**config.mk**
```make
export PLATFORM = sky130hd
export DESIGN_NAME = memory_weight_stream
export DESIGN_NICKNAME = d
export VERILOG_FILES = /design/src/rtl/weight_mem_pkg.sv /design/src/rtl/memory_cell_dual.sv /design/src/rtl/memory_weight_stream.sv
export SDC_FILE = /design/constraint.sdc
export NUM_CORES = 2
export LEC_CHECK = 0
export CORE_ASPECT_RATIO = 2
export CORE_MARGIN = 2
export CORE_UTILIZATION = 55
export DETAILED_ROUTE_END_ITERATION = 8
export PLACE_DENSITY = 0.74
export REMOVE_ABC_BUFFERS = 1
export SYNTH_ARGS = -nofsm -noshare
export SYNTH_HDL_FRONTEND = slang
export SYNTH_SLANG_ARGS = --single-unit
```
**constraint.sdc**
```tcl
create_clock -name clk -period 2.4 [get_ports clk]
set_input_delay 0.36 -clock clk [delete_from_list [all_inputs] [get_ports clk]]
set_output_delay 0.36 -clock clk [all_outputs]
set_load 0.02 [all_outputs]
```
**src/rtl/weight_mem_pkg.sv**
```systemverilog
// Shared sizing helpers, load FSM encoding and column bus type for the layered weight store.
package weight_mem_pkg;

    // Guard against zero-width indices when a dimension has a single entry.
    function automatic int idx_width(input int n);
        return (n > 1) ? $clog2(n) : 1;
    endfunction

    typedef enum logic [1:0] {
        ST_IDLE = 2'd0,
        ST_LOAD = 2'd1,
        ST_DONE = 2'd2
    } load_state_e;

    localparam int DEF_LAYER_SIZE  = 8;
    localparam int DEF_LAYER_DEPTH = 4;
    localparam int DEF_BIT_SIZE    = 16;
    localparam int NODE_AW         = idx_width(DEF_LAYER_SIZE);
    localparam int LAYER_AW        = idx_width(DEF_LAYER_DEPTH);

    typedef logic [DEF_LAYER_SIZE-1:0][DEF_BIT_SIZE-1:0] column_t;

endpackage

```
**src/rtl/memory_cell_dual.sv**
```systemverilog
// Simple dual-port RAM cell: one write port, one registered read port.
// A read that collides with a write to the same address returns the old word.
module memory_cell_dual #(
    parameter int    DATA_W    = 16,
    parameter int    ADDR_W    = 5,
    parameter string INIT_FILE = ""
) (
    input  logic              clk,
    input  logic              wr_en,
    input  logic [ADDR_W-1:0] wr_addr,
    input  logic [DATA_W-1:0] wr_data,
    input  logic              rd_en,
    input  logic [ADDR_W-1:0] rd_addr,
    output logic [DATA_W-1:0] rd_data
);

    logic [DATA_W-1:0] mem [2**ADDR_W];

    always_ff @(posedge clk) begin
        if (wr_en) begin
            mem[wr_addr] <= wr_data;
        end
        if (rd_en) begin
            rd_data <= mem[rd_addr];
        end
    end

endmodule

```
**src/rtl/memory_weight_stream.sv**
```systemverilog
// Layered weight store: a stream loader fills one LAYER_SIZE x LAYER_SIZE matrix per command
// into per-row banks, and a pipelined port returns one full column per read request.
module memory_weight_stream
    import weight_mem_pkg::*;
#(
    parameter int    LAYER_SIZE  = 8,
    parameter int    LAYER_DEPTH = 4,
    parameter int    BIT_SIZE    = 16,
    parameter int    PIPE_STAGES = 1,
    parameter string INIT_FILE   = "",
    localparam int   LW          = idx_width(LAYER_DEPTH),
    localparam int   NW          = idx_width(LAYER_SIZE)
) (
    input  logic                               clk,
    input  logic                               rst_n,
    input  logic                               load_start,
    input  logic [LW-1:0]                      load_layer,
    input  logic                               load_abort,
    output logic                               load_busy,
    output logic                               load_done,
    input  logic                               s_valid,
    output logic                               s_ready,
    input  logic [BIT_SIZE-1:0]                s_data,
    input  logic                               rd_en,
    input  logic [LW-1:0]                      rd_layer,
    input  logic [NW-1:0]                      rd_node,
    output logic                               rd_valid,
    output logic [LAYER_SIZE-1:0][BIT_SIZE-1:0] rd_data
);

    localparam int            AW       = LW + NW;
    localparam logic [NW-1:0] LAST_IDX = NW'(LAYER_SIZE - 1);

    logic [1:0]    state;
    logic [LW-1:0] wr_layer;
    logic [NW-1:0] row_cnt;
    logic [NW-1:0] col_cnt;
    logic          beat;
    logic          last_beat;

    logic [LAYER_SIZE-1:0][BIT_SIZE-1:0] mem_col;
    logic                                mem_valid;
    logic [LAYER_SIZE-1:0][BIT_SIZE-1:0] out_data;
    logic                                out_valid;

    assign s_ready   = (state == ST_LOAD);
    assign load_busy = (state == ST_LOAD);
    assign load_done = (state == ST_DONE);
    assign beat      = s_ready && s_valid;
    assign last_beat = beat && (row_cnt == LAST_IDX) && (col_cnt == LAST_IDX);

    // Abort takes priority over completion, but the beat of that cycle is still written.
    always_ff @(posedge clk or negedge rst_n) begin
        if (!rst_n) begin
            state    <= ST_IDLE;
            wr_layer <= '0;
            row_cnt  <= '0;
            col_cnt  <= '0;
        end else begin
            case (state)
                ST_IDLE: begin
                    if (load_start) begin
                        state    <= ST_LOAD;
                        wr_layer <= load_layer;
                        row_cnt  <= '0;
                        col_cnt  <= '0;
                    end
                end
                ST_LOAD: begin
                    if (beat) begin
                        if (col_cnt == LAST_IDX) begin
                            col_cnt <= '0;
                            row_cnt <= row_cnt + NW'(1);
                        end else begin
                            col_cnt <= col_cnt + NW'(1);
                        end
                    end
                    if (load_abort) begin
                        state <= ST_IDLE;
                    end else if (last_beat) begin
                        state <= ST_DONE;
                    end
                end
                ST_DONE: state <= ST_IDLE;
                default: state <= ST_IDLE;
            endcase
        end
    end

    for (genvar j = 0; j < LAYER_SIZE; j++) begin : g_bank
        memory_cell_dual #(
            .DATA_W    (BIT_SIZE),
            .ADDR_W    (AW),
            .INIT_FILE (INIT_FILE)
        ) u_cell (
            .clk     (clk),
            .wr_en   (beat && (row_cnt == NW'(j))),
            .wr_addr ({wr_layer, col_cnt}),
            .wr_data (s_data),
            .rd_en   (rd_en),
            .rd_addr ({rd_layer, rd_node}),
            .rd_data (mem_col[j])
        );
    end

    always_ff @(posedge clk or negedge rst_n) begin
        if (!rst_n) begin
            mem_valid <= 1'b0;
        end else begin
            mem_valid <= rd_en;
        end
    end

    if (PIPE_STAGES == 0) begin : g_nopipe
        assign out_valid = mem_valid;
        assign out_data  = mem_col;
    end else begin : g_pipe
        logic [PIPE_STAGES-1:0]              vld;
        logic [LAYER_SIZE-1:0][BIT_SIZE-1:0] dat [PIPE_STAGES];

        always_ff @(posedge clk or negedge rst_n) begin
            if (!rst_n) begin
                vld <= '0;
                for (int s = 0; s < PIPE_STAGES; s++) begin
                    dat[s] <= '0;
                end
            end else begin
                vld[0] <= mem_valid;
                dat[0] <= mem_col;
                for (int s = 1; s < PIPE_STAGES; s++) begin
                    vld[s] <= vld[s-1];
                    dat[s] <= dat[s-1];
                end
            end
        end

        assign out_valid = vld[PIPE_STAGES-1];
        assign out_data  = dat[PIPE_STAGES-1];
    end

    // Column bus is held at zero whenever it does not carry a valid column.
    assign rd_valid = out_valid;
    assign rd_data  = out_valid ? out_data : '0;

endmodule

```
* Yosys cells after proc, flatten, opt, wreduce, memory -nomap -nowiden
Memories as Yosys holds them, arrays and structs flattened. A register that Yosys moved wholly into a read port is not among the register bits.
Index checks and enable logic that the tools add are counted.
** Storage, ports and cells
- Bits in registers :: 140
- Memory bits (writable) :: 4096
- Input bits :: 29
- Output and inout bits :: 132
- Word-level logic and storage cells :: 83
- Memories kept :: 8
** Operators by class
- Add/sub/neg operators :: 2
- Equality and inequality tests :: 14
- Mux-type cells :: 28
- Reductions and logical operators :: 17
** Memory list
- g_bank[0].u_cell.mem :: words 32, width 16, read ports 1, clocked after Yosys merged registers in 1, wr ports 1, line memory_cell_dual.sv:17 : logic [DATA_W-1:0] mem [2**ADDR_W];
- g_bank[1].u_cell.mem :: words 32, width 16, read ports 1, clocked after Yosys merged registers in 1, wr ports 1, line memory_cell_dual.sv:17
- g_bank[2].u_cell.mem :: words 32, width 16, read ports 1, clocked after Yosys merged registers in 1, wr ports 1, line memory_cell_dual.sv:17
- g_bank[3].u_cell.mem :: words 32, width 16, read ports 1, clocked after Yosys merged registers in 1, wr ports 1, line memory_cell_dual.sv:17
- g_bank[4].u_cell.mem :: words 32, width 16, read ports 1, clocked after Yosys merged registers in 1, wr ports 1, line memory_cell_dual.sv:17
- g_bank[5].u_cell.mem :: words 32, width 16, read ports 1, clocked after Yosys merged registers in 1, wr ports 1, line memory_cell_dual.sv:17
- +2 memories
** Operator list (number)
- two-way mux 128 bit :: 1
- two-way mux 1 bit :: 16
- == test 3 bit (second input constant) :: 5
- two-way mux 3 bit :: 5
- one-hot mux 3 bit (2 select lines) :: 2
- logical AND 1 bit :: 10
- adder 3 x 1 -> 3 bit (second input constant) :: 2
- == test 3 x 2 -> 1 bit (second input constant) :: 2
- two-way mux 2 bit :: 3
- != test 2 x 1 -> 1 bit (second input constant) :: 2
- one-hot mux 2 bit (2 select lines) :: 1
- AND reduction 2 bit :: 2
- AND reduction 4 bit :: 1
- == test 3 x 1 -> 1 bit (second input constant) :: 1
- logical NOT 3 bit :: 1
- != test 3 x 2 -> 1 bit (second input constant) :: 1
- AND reduction 3 bit :: 1
- == test 2 x 1 -> 1 bit (second input constant) :: 1
- == test 2 bit (second input constant) :: 1
- logical NOT 2 bit :: 1
- != test 2 bit (second input constant) :: 1
- nonzero test 2 bit :: 1

* Logic depth before layout (Yosys ltp)
- Depth in word-level cells :: 7
- Depth in mapped cells :: 8
- Gate-level depth less buffers :: 5

* Modules after synthesis
Synthesis repeated with hierarchy kept, for this count alone.
** Unflattened totals
- Cell total of the unflattened synthesis :: 9487
- Area, all modules :: 170358.4 sq um
** By module, submodules not included
- memory_cell_dual :: times used 8, cells each 1143, area an instance 20696.1 sq um, seq. area each 15855.2 sq um
- memory_weight_stream :: times used 1, cells each 343, area an instance 4789.6 sq um, seq. area each 3503.4 sq um

* Worst setup path after synthesis
OpenSTA, ideal clock, no wires.
- Kind :: reg2reg
- From :: reg state[1]
- To :: mem g_bank[5].u_cell.mem[25][0] (enable)
- Setup time :: 0.389 ns
- Data arrival time :: 2.010 ns
- Data required time :: 2.011 ns
- Setup slack :: 0.002 ns
- Cell stages (with the launch flop) :: 6
- Path buffers :: 2
- Clock period less this slack :: 2.398 ns
- Path through :: dfrtp_1 > and3b_1 > clkbuf_1 > nand3_1 > clkbuf_1 > nor2_1
** On the way
- Longest elaborated chain between the ends :: 5
** RTL lines
- from (decl) :: line memory_weight_stream.sv:34 : logic [1:0] state;
- from (signal assigned) :: line memory_weight_stream.sv:55 : state <= ST_IDLE;
- from (signal assigned) :: line memory_weight_stream.sv:63 : state <= ST_LOAD;
- from (signal assigned) :: line memory_weight_stream.sv:79 : state <= ST_IDLE;
- == test 2 x 1 -> 1 bit :: line memory_weight_stream.sv:46 : assign s_ready = (state == ST_LOAD);
- logical AND 1 bit :: line memory_weight_stream.sv:49 : assign beat = s_ready && s_valid;
- logical AND 1 bit :: line memory_weight_stream.sv:97 : .wr_en (beat && (row_cnt == NW'(j))),
- two-way mux 1 bit :: line memory_cell_dual.sv:20 : if (wr_en) begin
- two-way mux 1 bit (not written as such) :: line memory_cell_dual.sv:21 : mem[wr_addr] <= wr_data;
- to (decl) :: line memory_cell_dual.sv:17
No other way between the ends.

==> metrics.md <==
| Metric | Value |
|---|---|
| PwrDens | between 700 and 800 nW/µm² |
| Die width | approximately 390 µm |
| Max clock buf depth | 4 |
| Die height | approximately 770 µm |
| Largest net degree at the start of global routing | around 110 |
| Max-slew headroom | around two fifths |
| Post-route DRC violation count | 0 |
| Worst path bufs/invs | 6 |
| Reg clk slew, reported paths | roughly 0.070 ns |
| Slowest CP cell | dfrtp_4 |
| Vias in the first global route | 82600 |
| Critical Path RT | approximately 2.0 ns |
| Initial Utilization | between 50% and 60% |
| Total gr overflow | 0 |
| Status | finished, violations left |
| Vias post-DR | 80300 |
| Unrepaired setup endpoints after global routing | true |
| Max Clock Skew | between 0.05 and 0.06 ns |
| ANT nets after route | 0 |
| Clock tree sinks | 4364 |
| Commonest non-fill, non-tap cell in the layout | edfxtp_1 |
| Post-place setup slack | -0.641 ns |
| Top cells by area, synth | edfxtp_1, mux4_2, dfrtp_1 |
| Slowest stage delay, CP | 0.50 ns |
| Non-filler cells, final | 12100 |
| Iter 0 DRT Violations | 10900 |
| Boundary pin count | about 160 |
| Initial antenna violation count | 23 |
| Final setup violation count | 110 |
| Final Cycle Share | 117% |
| Seq/Total Area, Yosys | about four fifths |
| Startpoint Class | flop |
| Worst EP arrival | between 2 and 2.5 ns |
| Syn Std Cell Area | between 150000 and 200000 µm² |
| Mapped Cells | a little under 7000 |
| Slew Viols, Final | 0 |
| Netlist cell types | 35 |
| Failing checks | setup timing |
| Leakage | 60.6 nW |
| Synth top area share | ~80% |
| Most frequent cells in the layout | edfxtp_1, mux4_2, o22ai_1 |
| Layout cells sized above 1 | 33.6% |
| Dpl cells | about 11000 |
| Avg Inst Size Synth | 23.5 µm² |
| Rows | between 200 and 300 |
| Hold crit path type | input pin to flop |
| CP cell instances | buf_12 > buf_6 > buf_12 > buf_16 > buf_12 > and2_1 > buf_2 |
| First-pass DRT Iterations | 8 |
| Clk_lat worst skew | 0.94 ns |
| P&R area growth vs syn | 17.5% |
| Final HPWL DP | roughly 270000 µm |
| Num CTS Buffers | ~350 |
| RePlAce Congestion | 0.889 |
| CP dominant cell by count | buf_12 |
| Total negative slack | -17.48 ns |
| Synth warn | 0 |
| Fin. Hold Viols | 0 |
| Total of max-cap violations | 0 |
| Seq cells post-synth | ~4400 |
| GRT Resource Usage Total | 28.9% |
| IO buf count | 160 |
| Post-layout util | approximately 65% |
| DR vias/cell | 6.66 |
| Yosys top cell by area | edfxtp_1 |
| Tot Pwr | about 150 mW |
| FMAX | approximately 360 MHz |
| Critical path type | flop to output port |
| Root buffer cell | clkbuf_16 |
| Fin nets | 8000 |
| TritonCTS clock tree | done |
| Global-route wire length before repair | a little over 600000 µm |
| IR Drop Worst-Case VDD | 0.000636 V |
| Critical path's top delay family | buffers and inverters |
| Worst-margin pin slew | ~0.91 ns |
| Aggregate routed wire length | 435000 µm |
| Die ar. | 299000 µm² |
| Crit-path max FO | 8 |
| H-tree levels | 5 |
| Post-layout minimum cycle time | 2.82 ns |
| Crit end category | output port |
| Routed WL per cell | roughly 36 µm |
| Total core area | 293000 µm² |
| Worst setup margin | -0.415 ns |
-- synth_stat cells, drive strengths merged --
master     n
edfxtp  4224
mux4    1024
o22ai    504
buf      267
nor2     262
dfrtp    140
and2     130
nor4     126
clkbuf   117
nand2     26
nand3     24
ha        11
nor2b     10
inv        6
mux2       6
a22oi      4
a22o       3
nand2b     3
and3       2
mux2i      2
o211ai     2
o21ai      2
or2        2
a21oi      1
and3b      1
nand3b     1
nand4      1
nor3b      1
o31ai      1
or3        1
-- routing by layer --
layer / part of all wire, % / global-route usage (%) / wire [µm] / vias up
met3: 9.1 / 4.63 / 39700 / 1091
met4: 7.1 / 17.0 / 30800 / 10
li1: - / - / - / 31600
met5: 0.014 / 0 / 63 / -
met2: 52 / 50.5 / 228000 / 5314
met1: 31 / 33.8 / 136000 / 42300
-- through the flow --
step | area [µm²] | hold WS [ns]
CTS | 190000 | 0.00483
global placement | 178000 | 0.332
global route | 190000 | 0.0576
detailed placement | 178000 | 0.334
finish | 190000 | 0.0434
floorplan | 160000 | 0.0644
-- sequential cells by signal, indices dropped and copies added, names as in the netlist --
signal,count
row_cnt,3
g_pipe.dat,128
state,2
col_cnt,3
wr_layer,2
mem_valid,1
g_bank.u_cell.rd_data,128
rd_valid,1
g_bank.u_cell.mem,4096
-- logic make-up (layout without fill, tap and decap cells) --
family / count (synthesis) / in the layout / synth area share, %
buffers and inverters: 390 / 1721 / 1.30
adder cells (fa/ha/maj): 11 / 11 / 0.0850
multiplexers: 1032 / 1032 / 14.3
flip-flops: 4364 / 4364 / 80.5
AO/OA/AOI/OAI: 517 / 517 / 2.01
AND/OR/NAND/NOR: 590 / 590 / 1.82
other: 0 / 9 / 0
-- final timing paths --
kind	from	to	slack, ns	cells past startpoint
max in group asynchronous	rst_n	g_pipe.dat[8]	1.19	5
worst min register to register	g_bank[6].u_cell.rd_data[7]	g_pipe.dat[103]	0.35	0
worst max-delay path	rd_valid	rd_data[9]	-0.42	7
worst max register to register	col_cnt[0]	g_bank[5].u_cell.mem[16][1]	0.02	7
min in group asynchronous	rst_n	rd_valid	0.45	3
worst min-delay path	s_data[8]	g_bank[1].u_cell.mem[8][8]	0.04	1
-- power by group --
| part | leakage, nW | switching, mW | internal (mW) |
|---|---|---|---|
| Combinational | 15.4 | 5.31 | 3.40 |
| Sequential | 39.6 | 0.370 | 84.1 |
| Clock | 5.48 | 26.5 | 31.4 |
| Total | 60.6 | 32.2 | 119 |
-- timing repair --
action / in CTS / in global routing
hold buffers: 18 / 0
endpoints found under the hold margin: 365 / 0
setup buffers: 3 / 16
endpoints found under the setup margin: 292 / 1032
gates resized for setup: 189 / 445
gates cloned: 3 / 5
-- final cells by class --
cell class	instances	area (µm²)
flip-flops and latches	4364	130000
inverters	6	22.5
clock buffers	428	9250
repair buffers	1089	13800
well taps	3820	4780
diodes	9	22.5
multi-input cells	2150	30000
fillers	17700	103000
clock inverters	198	2030
(Power assumes the default switching activity.)
